<file path="src/rtl/rpn_sequencer_if.sv">
// Token and result handshake bundle for the RPN sequencer.
interface rpn_sequencer_if #(
  parameter int unsigned WIDTH = 16
);
  logic             tok_valid;
  logic             tok_ready;
  logic [1:0]       tok_kind;
  logic             tok_op;
  logic [WIDTH-1:0] tok_data;
  logic             res_valid;
  logic [WIDTH-1:0] res_data;
  logic             res_ready;

  // Token/result producer-consumer side
  modport master (
    output tok_valid, tok_kind, tok_op, tok_data, res_ready,
    input  tok_ready, res_valid, res_data
  );

  // Sequencer side
  modport slave (
    input  tok_valid, tok_kind, tok_op, tok_data, res_ready,
    output tok_ready, res_valid, res_data
  );
endinterface

</file>
<file path="src/rtl/rpn_sequencer.sv">
// RPN token sequencer: operand stack plus an external single-cycle ALU.
// Operands are pushed, operators pop two entries through the ALU and push
// the result, and an end token with exactly one entry left yields the result.
// DEPTH must be a power of two and at least 2.
module rpn_sequencer #(
  parameter int unsigned WIDTH = 16,
  parameter int unsigned DEPTH = 8
) (
  input  logic                   clk,
  input  logic                   rst_n,
  input  logic                   clear,
  rpn_sequencer_if.slave         bus,
  output logic                   alu_h,
  output logic [WIDTH-1:0]       alu_a,
  output logic [WIDTH-1:0]       alu_b,
  input  logic [WIDTH-1:0]       alu_result,
  output logic                   err,
  output logic [$clog2(DEPTH):0] depth
);

  localparam int unsigned AW = $clog2(DEPTH);
  localparam int unsigned DW = AW + 1;

  localparam logic [1:0] KIND_OPND = 2'b00;
  localparam logic [1:0] KIND_OPER = 2'b01;
  localparam logic [1:0] KIND_END  = 2'b10;

  typedef enum logic [1:0] {
    ACCEPT = 2'd0,
    EXEC   = 2'd1,
    DONE   = 2'd2,
    ERROR  = 2'd3
  } state_e;

  state_e           state_q, state_d;
  logic [DW-1:0]    depth_q, depth_d;
  logic             alu_h_q, alu_h_d;
  logic [WIDTH-1:0] alu_a_q, alu_a_d;
  logic [WIDTH-1:0] alu_b_q, alu_b_d;
  logic             res_valid_q, res_valid_d;
  logic [WIDTH-1:0] res_data_q, res_data_d;
  logic             err_q, err_d;
  logic [WIDTH-1:0] stack_q [DEPTH];
  logic [WIDTH-1:0] stack_d [DEPTH];
  logic             tok_ready_c;

  // Tokens are only taken while idle in ACCEPT and not being flushed
  assign tok_ready_c = (state_q == ACCEPT) && !clear;

  // Next-state, stack update and registered-output computation
  always_comb begin
    state_d     = state_q;
    depth_d     = depth_q;
    alu_h_d     = alu_h_q;
    alu_a_d     = alu_a_q;
    alu_b_d     = alu_b_q;
    res_valid_d = res_valid_q;
    res_data_d  = res_data_q;
    err_d       = err_q;
    stack_d     = stack_q;

    if (clear) begin
      state_d     = ACCEPT;
      depth_d     = '0;
      res_valid_d = 1'b0;
      err_d       = 1'b0;
    end else begin
      case (state_q)
        ACCEPT: begin
          if (bus.tok_valid) begin
            case (bus.tok_kind)
              KIND_OPND: begin
                if (depth_q == DW'(DEPTH)) begin
                  state_d = ERROR;
                  err_d   = 1'b1;
                end else begin
                  stack_d[AW'(depth_q)] = bus.tok_data;
                  depth_d               = depth_q + DW'(1);
                end
              end
              KIND_OPER: begin
                if (depth_q >= DW'(2)) begin
                  alu_a_d = stack_q[AW'(depth_q - DW'(2))];
                  alu_b_d = stack_q[AW'(depth_q - DW'(1))];
                  alu_h_d = bus.tok_op;
                  state_d = EXEC;
                end else begin
                  state_d = ERROR;
                  err_d   = 1'b1;
                end
              end
              KIND_END: begin
                if (depth_q == DW'(1)) begin
                  res_data_d  = stack_q[0];
                  res_valid_d = 1'b1;
                  state_d     = DONE;
                end else begin
                  state_d = ERROR;
                  err_d   = 1'b1;
                end
              end
              default: begin
                state_d = ERROR;
                err_d   = 1'b1;
              end
            endcase
          end
        end
        EXEC: begin
          stack_d[AW'(depth_q - DW'(2))] = alu_result;
          depth_d                        = depth_q - DW'(1);
          state_d                        = ACCEPT;
        end
        DONE: begin
          if (bus.res_ready) begin
            res_valid_d = 1'b0;
            depth_d     = '0;
            state_d     = ACCEPT;
          end
        end
        default: begin
          err_d = 1'b1;
        end
      endcase
    end
  end

  // Control and output registers
  always_ff @(posedge clk or negedge rst_n) begin
    if (!rst_n) begin
      state_q     <= ACCEPT;
      depth_q     <= '0;
      alu_h_q     <= 1'b0;
      alu_a_q     <= '0;
      alu_b_q     <= '0;
      res_valid_q <= 1'b0;
      res_data_q  <= '0;
      err_q       <= 1'b0;
    end else begin
      state_q     <= state_d;
      depth_q     <= depth_d;
      alu_h_q     <= alu_h_d;
      alu_a_q     <= alu_a_d;
      alu_b_q     <= alu_b_d;
      res_valid_q <= res_valid_d;
      res_data_q  <= res_data_d;
      err_q       <= err_d;
    end
  end

  // Operand stack storage; entries above depth are don't-care, so no reset
  always_ff @(posedge clk) begin
    stack_q <= stack_d;
  end

  assign bus.tok_ready = tok_ready_c;
  assign bus.res_valid = res_valid_q;
  assign bus.res_data  = res_data_q;
  assign alu_h         = alu_h_q;
  assign alu_a         = alu_a_q;
  assign alu_b         = alu_b_q;
  assign err           = err_q;
  assign depth         = depth_q;

endmodule

</file>
<file path="src/flat_wrapper.sv">
// flat-port wrapper written by rule: the top's interface ports become plain ports
module rpn_sequencer_flat 
#(
  parameter int unsigned WIDTH = 16,
  parameter int unsigned DEPTH = 8
)
  (clk, rst_n, clear, alu_h, alu_a, alu_b, alu_result, err, depth, bus_tok_valid, bus_tok_kind, bus_tok_op, bus_tok_data, bus_res_ready, bus_tok_ready, bus_res_valid, bus_res_data);
  rpn_sequencer_if #(.WIDTH(WIDTH)) bus_i ();
  input  logic clk;
  input  logic rst_n;
  input  logic clear;
  output logic alu_h;
  output logic [WIDTH-1:0] alu_a;
  output logic [WIDTH-1:0] alu_b;
  input  logic [WIDTH-1:0] alu_result;
  output logic err;
  output logic [$clog2(DEPTH):0] depth;
  input wire logic [$bits(bus_i.tok_valid)-1:0] bus_tok_valid;
  input wire logic [$bits(bus_i.tok_kind)-1:0] bus_tok_kind;
  input wire logic [$bits(bus_i.tok_op)-1:0] bus_tok_op;
  input wire logic [$bits(bus_i.tok_data)-1:0] bus_tok_data;
  input wire logic [$bits(bus_i.res_ready)-1:0] bus_res_ready;
  output wire logic [$bits(bus_i.tok_ready)-1:0] bus_tok_ready;
  output wire logic [$bits(bus_i.res_valid)-1:0] bus_res_valid;
  output wire logic [$bits(bus_i.res_data)-1:0] bus_res_data;
  assign bus_i.tok_valid = bus_tok_valid;
  assign bus_i.tok_kind = bus_tok_kind;
  assign bus_i.tok_op = bus_tok_op;
  assign bus_i.tok_data = bus_tok_data;
  assign bus_i.res_ready = bus_res_ready;
  assign bus_tok_ready = bus_i.tok_ready;
  assign bus_res_valid = bus_i.res_valid;
  assign bus_res_data = bus_i.res_data;
  rpn_sequencer #(.WIDTH(WIDTH), .DEPTH(DEPTH)) u_core (.clk(clk), .rst_n(rst_n), .clear(clear), .bus(bus_i), .alu_h(alu_h), .alu_a(alu_a), .alu_b(alu_b), .alu_result(alu_result), .err(err), .depth(depth));
endmodule
</file>
<file path="config.mk">
export PLATFORM = sky130hd
export DESIGN_NAME = rpn_sequencer_flat
export DESIGN_NICKNAME = d
export VERILOG_FILES = /design/src/rtl/rpn_sequencer_if.sv /design/src/rtl/rpn_sequencer.sv /design/src/flat_wrapper.sv
export SDC_FILE = /design/constraint.sdc
export NUM_CORES = 1
export LEC_CHECK = 0
export ABC_CLOCK_PERIOD_IN_PS = 5600
export CAP_MARGIN = 20
export CORE_UTILIZATION = 35
export DETAILED_ROUTE_END_ITERATION = 16
export GPL_TIMING_DRIVEN = 0
export PLACE_DENSITY = 0.5
export SLEW_MARGIN = 20
export SYNTH_ARGS = -nofsm -noshare
export SYNTH_HDL_FRONTEND = slang
export SYNTH_SLANG_ARGS = --single-unit
export TNS_END_PERCENT = 100
</file>
<file path="constraint.sdc">
create_clock -name clk -period 5.6 [get_ports clk]
set_clock_uncertainty 0.05 [all_clocks]
set_input_delay 0.84 -clock clk [delete_from_list [all_inputs] [get_ports clk]]
set_output_delay 0.84 -clock clk [all_outputs]
set_load 0.05 [all_outputs]
</file>
After elaboration in Yosys (flattened, before gate mapping)
Index checks and enable logic that the tools add are counted.
{"block": "totals", "out_inout_bits": 56, "register_bits": 185, "elab_cells": 108, "inputBits": 40}
{"block": "classes", "bitwise_logic": 4, "add_sub_neg": 3, "eq_ne": 19, "muxes": 43, "reduce_logical": 17, "magnitude_cmp": 6}
{"op": "two-way mux 128 bit", "count": 3}
{"op": "bitwise mux 128 bit", "count": 2}
{"op": "one-hot mux 128 bit (2 select lines)", "count": 1}
{"op": "binary-select mux 16 bit (select 3 bit)", "count": 2}
{"op": "demux 16 bit (select 3 bit)", "count": 2}
{"op": "two-way mux 16 bit", "count": 6}
{"op": "AND reduction 5 bit", "count": 6}
{"op": "two-way mux 4 bit", "count": 5}
{"op": "!= test 3 bit, second input constant", "count": 6}
{"op": "greater-or-equal comparator 4 bit, second input constant", "count": 3}
{"op": "!= test 4 bit, second input constant", "count": 3}
{"op": "inverter 3 -> 4 bit", "count": 3}
{"op": "one-hot mux 2 bit (3 select lines)", "count": 2}
{"op": "one-hot mux 4 bit (3 select lines)", "count": 1}
{"op": "two-way mux 1 bit", "count": 11}
{"op": "two-way mux 2 bit", "count": 5}
{"op": "less-than comparator 4 x 1 -> 1 bit, second input constant", "count": 2}
{"op": "!= test 2 bit, second input constant", "count": 3}
{"op": "adder 4 x 1 -> 4 bit, second input constant", "count": 1}
{"op": "== test 2 x 1 -> 1 bit, second input constant", "count": 2}
{"op": "== test 2 bit, second input constant", "count": 2}
{"op": "== test 4 x 1 -> 1 bit, second input constant", "count": 1}
{"op": "== test 4 bit, second input constant", "count": 1}
{"op": "greater-or-equal comparator 4 x 2 -> 1 bit, second input constant", "count": 1}
{"op": "other kinds (14)", "count": 18}

Longest topological paths before layout
Gate-level depths: netlist of run 1.
{"block": "logic_depth", "depth_word": 10, "depth_mapped": 10, "mapped_depth_nobuf": 6}

Worst setup path after synthesis of run 1
No wires, ideal clock.
{"block": "synth_path", "kind": "reg-to-reg", "start": "register u_core.depth_q[1] (netlist: u_core.depth[1])", "end": "register u_core.stack_q[112] in the netlist's numbering, enable pin", "arrival_ps": 2816, "setup_ps": 388, "path_stages_with_launch": 9, "required_time_ps": 5162, "n_path_buf": 2, "synth_period_minus_slack_ps": 3255, "setup_slack_ps": 2345, "cell_sequence": "dfrtp_1 buf_6 clkbuf_1 inv_1 ha_1 nand3b_1 nand4_1 a21o_1 nor2_1"}
{"block": "synth_between", "elab_chain_len": 3}
{"element": "from (decl)", "line": "rpn_sequencer.sv:36", "rtl": "logic [DW-1:0] depth_q, depth_d;"}
{"element": "from (signal assigned)", "line": "rpn_sequencer.sv:141", "rtl": "depth_q <= depth_d;"}
{"element": "== test 4 bit", "line": "rpn_sequencer.sv:73", "rtl": "if (depth_q == DW'(DEPTH)) begin"}
{"element": "!= test 2 bit (no line)"}
{"element": "AND reduction 5 bit (no line)"}
{"element": "to (signal assigned)", "line": "rpn_sequencer.sv:153", "rtl": "stack_q <= stack_d;"}
{"element": "to (decl)", "line": "rpn_sequencer.sv:43", "rtl": "logic [WIDTH-1:0] stack_q [DEPTH];"}
No other way between the ends.
A chain may end at the register's enable or synchronous reset.

Worst setup path in the final report of run 1
{"block": "layout_path", "start": "register u_core.depth_q[1] (netlist: u_core.depth[1])", "end": "register u_core.alu_a_q[11] (netlist: u_core.alu_a[11])"}
{"block": "layout_between", "elab_chain_len": 5, "word_cells_on_any_way": 7, "cone_classes": "add/sub: 1; order compare: 1; mux: 3; bitwise: 1; reduce/logical: 1"}
{"element": "subtractor 3 x 2 -> 3 bit", "line": "rpn_sequencer.sv:83", "rtl": "alu_a_d = stack_q[AW'(depth_q - DW'(2))];"}
{"element": "inverter 3 -> 4 bit (implied by the code)", "line": "rpn_sequencer.sv:83"}
{"element": "binary-select mux 16 bit (select 3 bit)", "line": "rpn_sequencer.sv:83"}
{"element": "two-way mux 16 bit (implied by the code) (2 in series)", "line": "rpn_sequencer.sv:83"}
{"element": "to (signal assigned)", "line": "rpn_sequencer.sv:143", "rtl": "alu_a_q <= alu_a_d;"}
{"element": "to (decl)", "line": "rpn_sequencer.sv:38", "rtl": "logic [WIDTH-1:0] alu_a_q, alu_a_d;"}
Parallel ways exist; a longest one is shown, timed or not. The select of a mux whose other input is x is not followed.

==> results.toml, run 1 <==
[synthesis]
synth_seq_area_share_pct = 55.2
yosysUniqueCellTypes = 45
syn_avg_cell_area_um2 = 13.8
syn_nets = 748
synth_edf_count = 128
synth_seq_cells = 185
ys_async_sr_fraction_pct = 30.8
synth_cells = 694
syn_area_um2 = 9550
synth_top_flop_cell = "edfxtp_1"
yosysWarnings = 0

[die]
io_pins = 96
start_util_pct = 35.5
fp.dieArea_um2 = 28000
core_area_um2 = 26900
die_w_um = 167
row_count = 60
die_h_um = 167

[worst_setup_path]
cp_max_fo = 10
cpPeakStageDelay_ps = 600
slowest_stage = "clkbuf_1"
end_kind = "register"
critPathBufInv = 5
cp.arrival_ps = 4130
path_cells = "buf_6, clkbuf_1, inv_1, ha_1, buf_1, buf_2, mux2i_1, a21oi_1"
startpoint_type = "register"
ff2ff_setup_slack_ps = 1730
critPathTopFamily = "buffers and inverters"
required_ps = 5860
crit_type = "reg -> reg"

[routing]
wl_um = 32100
wire_per_inst_um = 27.5
drt-initial-drc-count = 853
vias = 7112
drc = 0
drt.antenna.violating_nets = 0
avgViaCountPerCell = 6.10
dr.pass1.iters = 5

[clock_network]
cts-buffers-inserted = 17
h-tree-depth = 4
holdBufCountCts = 0
clockBufferDepth = 2
clock-sinks = 185
clkSlewWorstSetupHoldPaths_ps = 70
ctsResizeCount = 0
clk_latency_ps = 450
root_buffer = "clkbuf_16"
postCtsSetupBuffers = 0
cts_tree = "done"

[placement]
port_buffers = 95
dpl.hpwl_um = 22100
dpl_worst_slack_ps = 1850
place.gp.congestion = 0.828

[cells_and_area]
regArea_um2 = 5270
post-route-util_pct = 43.3
final_layout_size_suffix_gt1_share_pct = 20.7
num_antenna_cells = 0
fillers = 2494
final_nets = 866
multi_input_area_um2 = 3910
final_cell_mix = "o22ai_1 (128), edfxtp_1 (128), clkdlybuf4s50_1 (94)"
area_delta_synth_final_pct = 21.8

[sta]
period_share_pct = 69.1
slew_violations = 0
fin_setup_tns_ps = 0
fmax_mhz = 258
fin_ws_ps = 1730
worst_slew_pin_slew_ps = 903
finalSetupViolCount = 0
hold_viol = 0
max_slew_margin_pct = 39.8
period_minus_slack_ps = 3870
hold_slack_ps = 215
rsz0062_at_grt = "no"

[global_route]
grt_pass1_wl_um = 47100
overflow = 0
antenna_found_initial = 0
grt_pass1_vias = 7212
grtUsageTotal_pct = 23.3
grt_max_degree = 46

[pwr]
power_density_nw_per_um2 = 485
p_leak_nw = 4.02
fin_total_pwr_mw = 5.64
ir_drop_v = 0.000215

[hold_path]
hp-class = "in -> async"

[flow_run]
drv_cap = 0

[status]
status = "completed"
## synthesized netlist by cell type, types with 3 or more instances
library cell,count,area (µm²)
a21oi_1,40,200
a311oi_1,3,26.3
a31oi_1,8,50.1
buf_2,28,140
buf_4,7,52.6
buf_6,10,113
clkbuf_1,14,52.6
dfrtp_1,57,1430
edfxtp_1,128,3840
ha_1,14,175
inv_1,13,48.8
mux2_1,9,101
mux2_2,11,124
mux2i_1,32,320
mux4_2,64,1440
nand2_1,43,161
nand4_1,3,18.8
nor2_1,46,173
o21ai_0,5,25.0
o22ai_1,128,801
## power breakdown
group	total [mW]	switching, mW	leakage, nW	internal (mW)
clock network	1.23	0.557	0.292	0.675
registers	1.81	0.119	1.91	1.69
logic	2.60	1.67	1.81	0.929
## kinds of logic after synthesis
logic type               after synthesis  synth area share (%)
XOR/XNOR                               1                 0.170
AO/OA/AOI/OAI                        194                  12.4
flip-flops                           185                  55.2
AND/OR/NAND/NOR                      109                  5.11
multiplexers                         117                  21.0
buffers and inverters                 74                  4.34
adder cells (fa/ha/maj)               14                  1.83
## layout make-up
| type | instances | area share (%) |
|---|---|---|
| multi-input cells | 435 | 33.6 |
| flip-flops and latches | 185 | 45.3 |
| repair buffers | 99 | 8.78 |
| well taps | 341 | 3.67 |
| clock inverters | 13 | 1.26 |
| plain buffers | 60 | 3.11 |
| inverters | 14 | 0.452 |
| clock buffers | 19 | 3.81 |
## flip-flops by register name, indices dropped and copies added, names as in the netlist
register / count
u_core.alu_h: 1
u_core.alu_a: 16
u_core.stack_q: 128
u_core.err: 1
u_core.depth: 4
u_core.alu_b: 16
u_core.bus.res_data: 16
u_core.state_q: 2
u_core.bus.res_valid: 1
## metal layers
metal / track usage [%] / share of wire (%) / vias up
met5: 0 / 0 / -
met4: 7.14 / 2.3 / 0
met3: 5.44 / 9.0 / 56
met2: 36.6 / 46 / 393
met1: 32.0 / 42 / 3618
li1: - / - / 3045
## worst reg2reg max path: stages (launching register included)
cell and delay, ps:
dfrtp_1 490, buf_6 210, clkbuf_1 600, inv_1 260
ha_1 360, buf_1 580, buf_2 520, mux2i_1 530
a21oi_1 130
## final timing paths
check / from / end / cells past startpoint
setup reg to reg: u_core.depth[1] / u_core.alu_a[11] / 8
setup / recovery: u_core.depth[1] / u_core.alu_a[11] / 8
max in group asynchronous: rst_n / u_core.bus.res_data[15] / 2
hold reg to reg: u_core.bus.res_data[8] / u_core.bus.res_data[8] / 1
hold / removal: rst_n / u_core.bus.res_data[7] / 1
min in group clk: u_core.bus.res_data[8] / u_core.bus.res_data[8] / 1
## through the flow
step | instances | instance area (µm²)
after CTS | 1166 | 11600
after floorplan | 694 | 9550
after global routing | 1166 | 11600
after detailed placement | 1134 | 11000
after global placement | 1130 | 10900
final | 1166 | 11600
(Power assumes the default switching activity.)
==> run 2: changes to the inputs <==
--- a/config.mk
+++ b/config.mk
@@ -5,7 +5,7 @@
 export SDC_FILE = /design/constraint.sdc
 export NUM_CORES = 1
 export LEC_CHECK = 0
-export ABC_CLOCK_PERIOD_IN_PS = 5600
+export ABC_CLOCK_PERIOD_IN_PS = 3900
 export CAP_MARGIN = 20
 export CORE_UTILIZATION = 35
 export DETAILED_ROUTE_END_ITERATION = 16
==> constraint.sdc (replaced) <==
create_clock -name clk -period 3.9 [get_ports clk]
set_clock_uncertainty 0.05 [all_clocks]
set_input_delay 0.585 -clock clk [delete_from_list [all_inputs] [get_ports clk]]
set_output_delay 0.585 -clock clk [all_outputs]
set_load 0.05 [all_outputs]
==> run 2 against run 1 <==
Against the previous run: first-iteration DRC count is 1.9% higher; routed wire length about the same; hold slack better by 220 ps; flip-flop and latch count stayed put; clock power grew 44%; largest power group unchanged.
==> results.toml, run 2 (synthesis gave the netlist of run 1 again) <==
[hold_path]
hp-class = "reg -> reg"

[global_route]
grtUsageTotal_pct = 23.3
grt_pass1_vias = 7220
antenna_found_initial = 0
grt_max_degree = 46
grt_pass1_wl_um = 47200
overflow = 0

[die]
fp.dieArea_um2 = 28000
io_pins = 96
core_area_um2 = 26900
start_util_pct = 35.5
die_h_um = 167
die_w_um = 167
row_count = 60

[clock_network]
root_buffer = "clkbuf_16"
h-tree-depth = 4
cts_tree = "done"
cts-buffers-inserted = 17
postCtsSetupBuffers = 0
clockBufferDepth = 2
clock-sinks = 185
clk_latency_ps = 440
ctsResizeCount = 0
clkSlewWorstSetupHoldPaths_ps = 70

[routing]
wl_um = 32100
wire_per_inst_um = 27.5
avgViaCountPerCell = 6.10
vias = 7107
drt-initial-drc-count = 869
drc = 0
dr.pass1.iters = 5
drt.antenna.violating_nets = 0

[sta]
fin_ws_ps = 534
worst_slew_pin_slew_ps = 950
rsz0062_at_grt = "no"
slew_violations = 0
hold_viol = 0
fin_setup_tns_ps = 0
fmax_mhz = 297
max_slew_margin_pct = 36.7
hold_slack_ps = 439
period_share_pct = 86.3
period_minus_slack_ps = 3370
finalSetupViolCount = 0

[cells_and_area]
top_register = "u_core.stack_q"
final_nets = 866
area_delta_synth_final_pct = 21.9
final_cell_area_um2 = 11600
regArea_um2 = 5270
multi_input_area_um2 = 3910
fillers = 2494
final_cell_mix = "o22ai_1 (128), edfxtp_1 (128), clkdlybuf4s50_1 (94)"
largest_reg_flops = 128
num_antenna_cells = 0
final_layout_size_suffix_gt1_share_pct = 20.7

[placement]
postPlaceCellArea_um2 = 11000
dpl.hpwl_um = 22100
place.gp.congestion = 0.828
dpl_worst_slack_ps = 147
port_buffers = 95

[worst_setup_path]
cp_max_fo = 10
crit_type = "reg -> reg"
end_kind = "register"
startpoint_type = "register"
cp.arrival_ps = 3630
required_ps = 4160

[pwr]
fin_total_pwr_mw = 8.09
ir_drop_v = 0.000309
power_density_nw_per_um2 = 695
p_leak_nw = 4.02

[status]
status = "completed"

[flow_run]
drv_cap = 0
run 2: cell count changes in the layout (fill, tap and decap cells not counted):
| cell | previous run | this run |
|---|---|---|
| dlygate4sd3_1 | 0 | 1 |
| clkbuf_1 | 15 | 14 |
run 2: final cells by class:
class                      count  area share [%]
clock buffer                  19            3.81
sequential                   185            45.3
multi-input combinational    435            33.6
tap                          341            3.67
buffer                        59            3.07
inverter                      14           0.452
timing repair buffer         100            8.86
clock inverter                13            1.26
run 2: worst paths after layout:
path                       depth (start not counted)              startpoint                       to  slack (ps)
setup / recovery                                   9         u_core.depth[0]         u_core.alu_b[11]         530
hold / removal                                     1  u_core.bus.res_data[8]   u_core.bus.res_data[8]         440
setup reg to reg                                   9         u_core.depth[0]         u_core.alu_b[11]         530
hold reg to reg                                    1  u_core.bus.res_data[8]   u_core.bus.res_data[8]         440
max in group asynchronous                          3                   rst_n  u_core.bus.res_data[15]        2750
min in group asynchronous                          2                   rst_n   u_core.bus.res_data[7]         520
run 2: power by group:
part	internal, mW	switching [mW]	total, mW
Clock	0.969	0.798	1.77
Combinational	1.33	2.40	3.73
Sequential	2.43	0.170	2.60
Total	4.73	3.36	8.09
run 2: critical path, cell delays in order, from the launching register on:
cell and delay, ps:
dfrtp_1 520, buf_6 270, buf_4 240, inv_2 110
ha_1 300, buf_4 180, buf_2 450, mux4_2 590
mux2i_1 380, a21oi_1 130
run 2: repair_timing:
action | 4_1_cts | 5_1_grt
endpoints found under the setup margin | 0 | 11
endpoints found under the hold margin | 12 | 0
hold buffers | 1 | 0
run 2: per-layer routing:
layer	up-vias	track usage (%)	wire, µm
li1	3047	-	-
met1	3608	32.0	13700
met2	398	36.6	14900
met3	54	5.44	2720
met4	0	7.14	758
met5	-	0	0
run 2: per-stage QoR:
step,utilization [%],std cells
after floorplan,-,694
after global placement,40.7,1130
after detailed placement,41.1,1134
after CTS,43.3,1167
after global routing,43.3,1166
final,43.3,1166
==> run 3: changes to the inputs <==
--- a/config.mk
+++ b/config.mk
@@ -8,6 +8,7 @@
 export ABC_CLOCK_PERIOD_IN_PS = 3900
 export CAP_MARGIN = 20
 export CORE_UTILIZATION = 35
+export CTS_CLUSTER_SIZE = 12
 export DETAILED_ROUTE_END_ITERATION = 16
 export GPL_TIMING_DRIVEN = 0
 export PLACE_DENSITY = 0.5
==> results of run 3 <==
Final layout, timing and power as in run 2 (identical DEF).
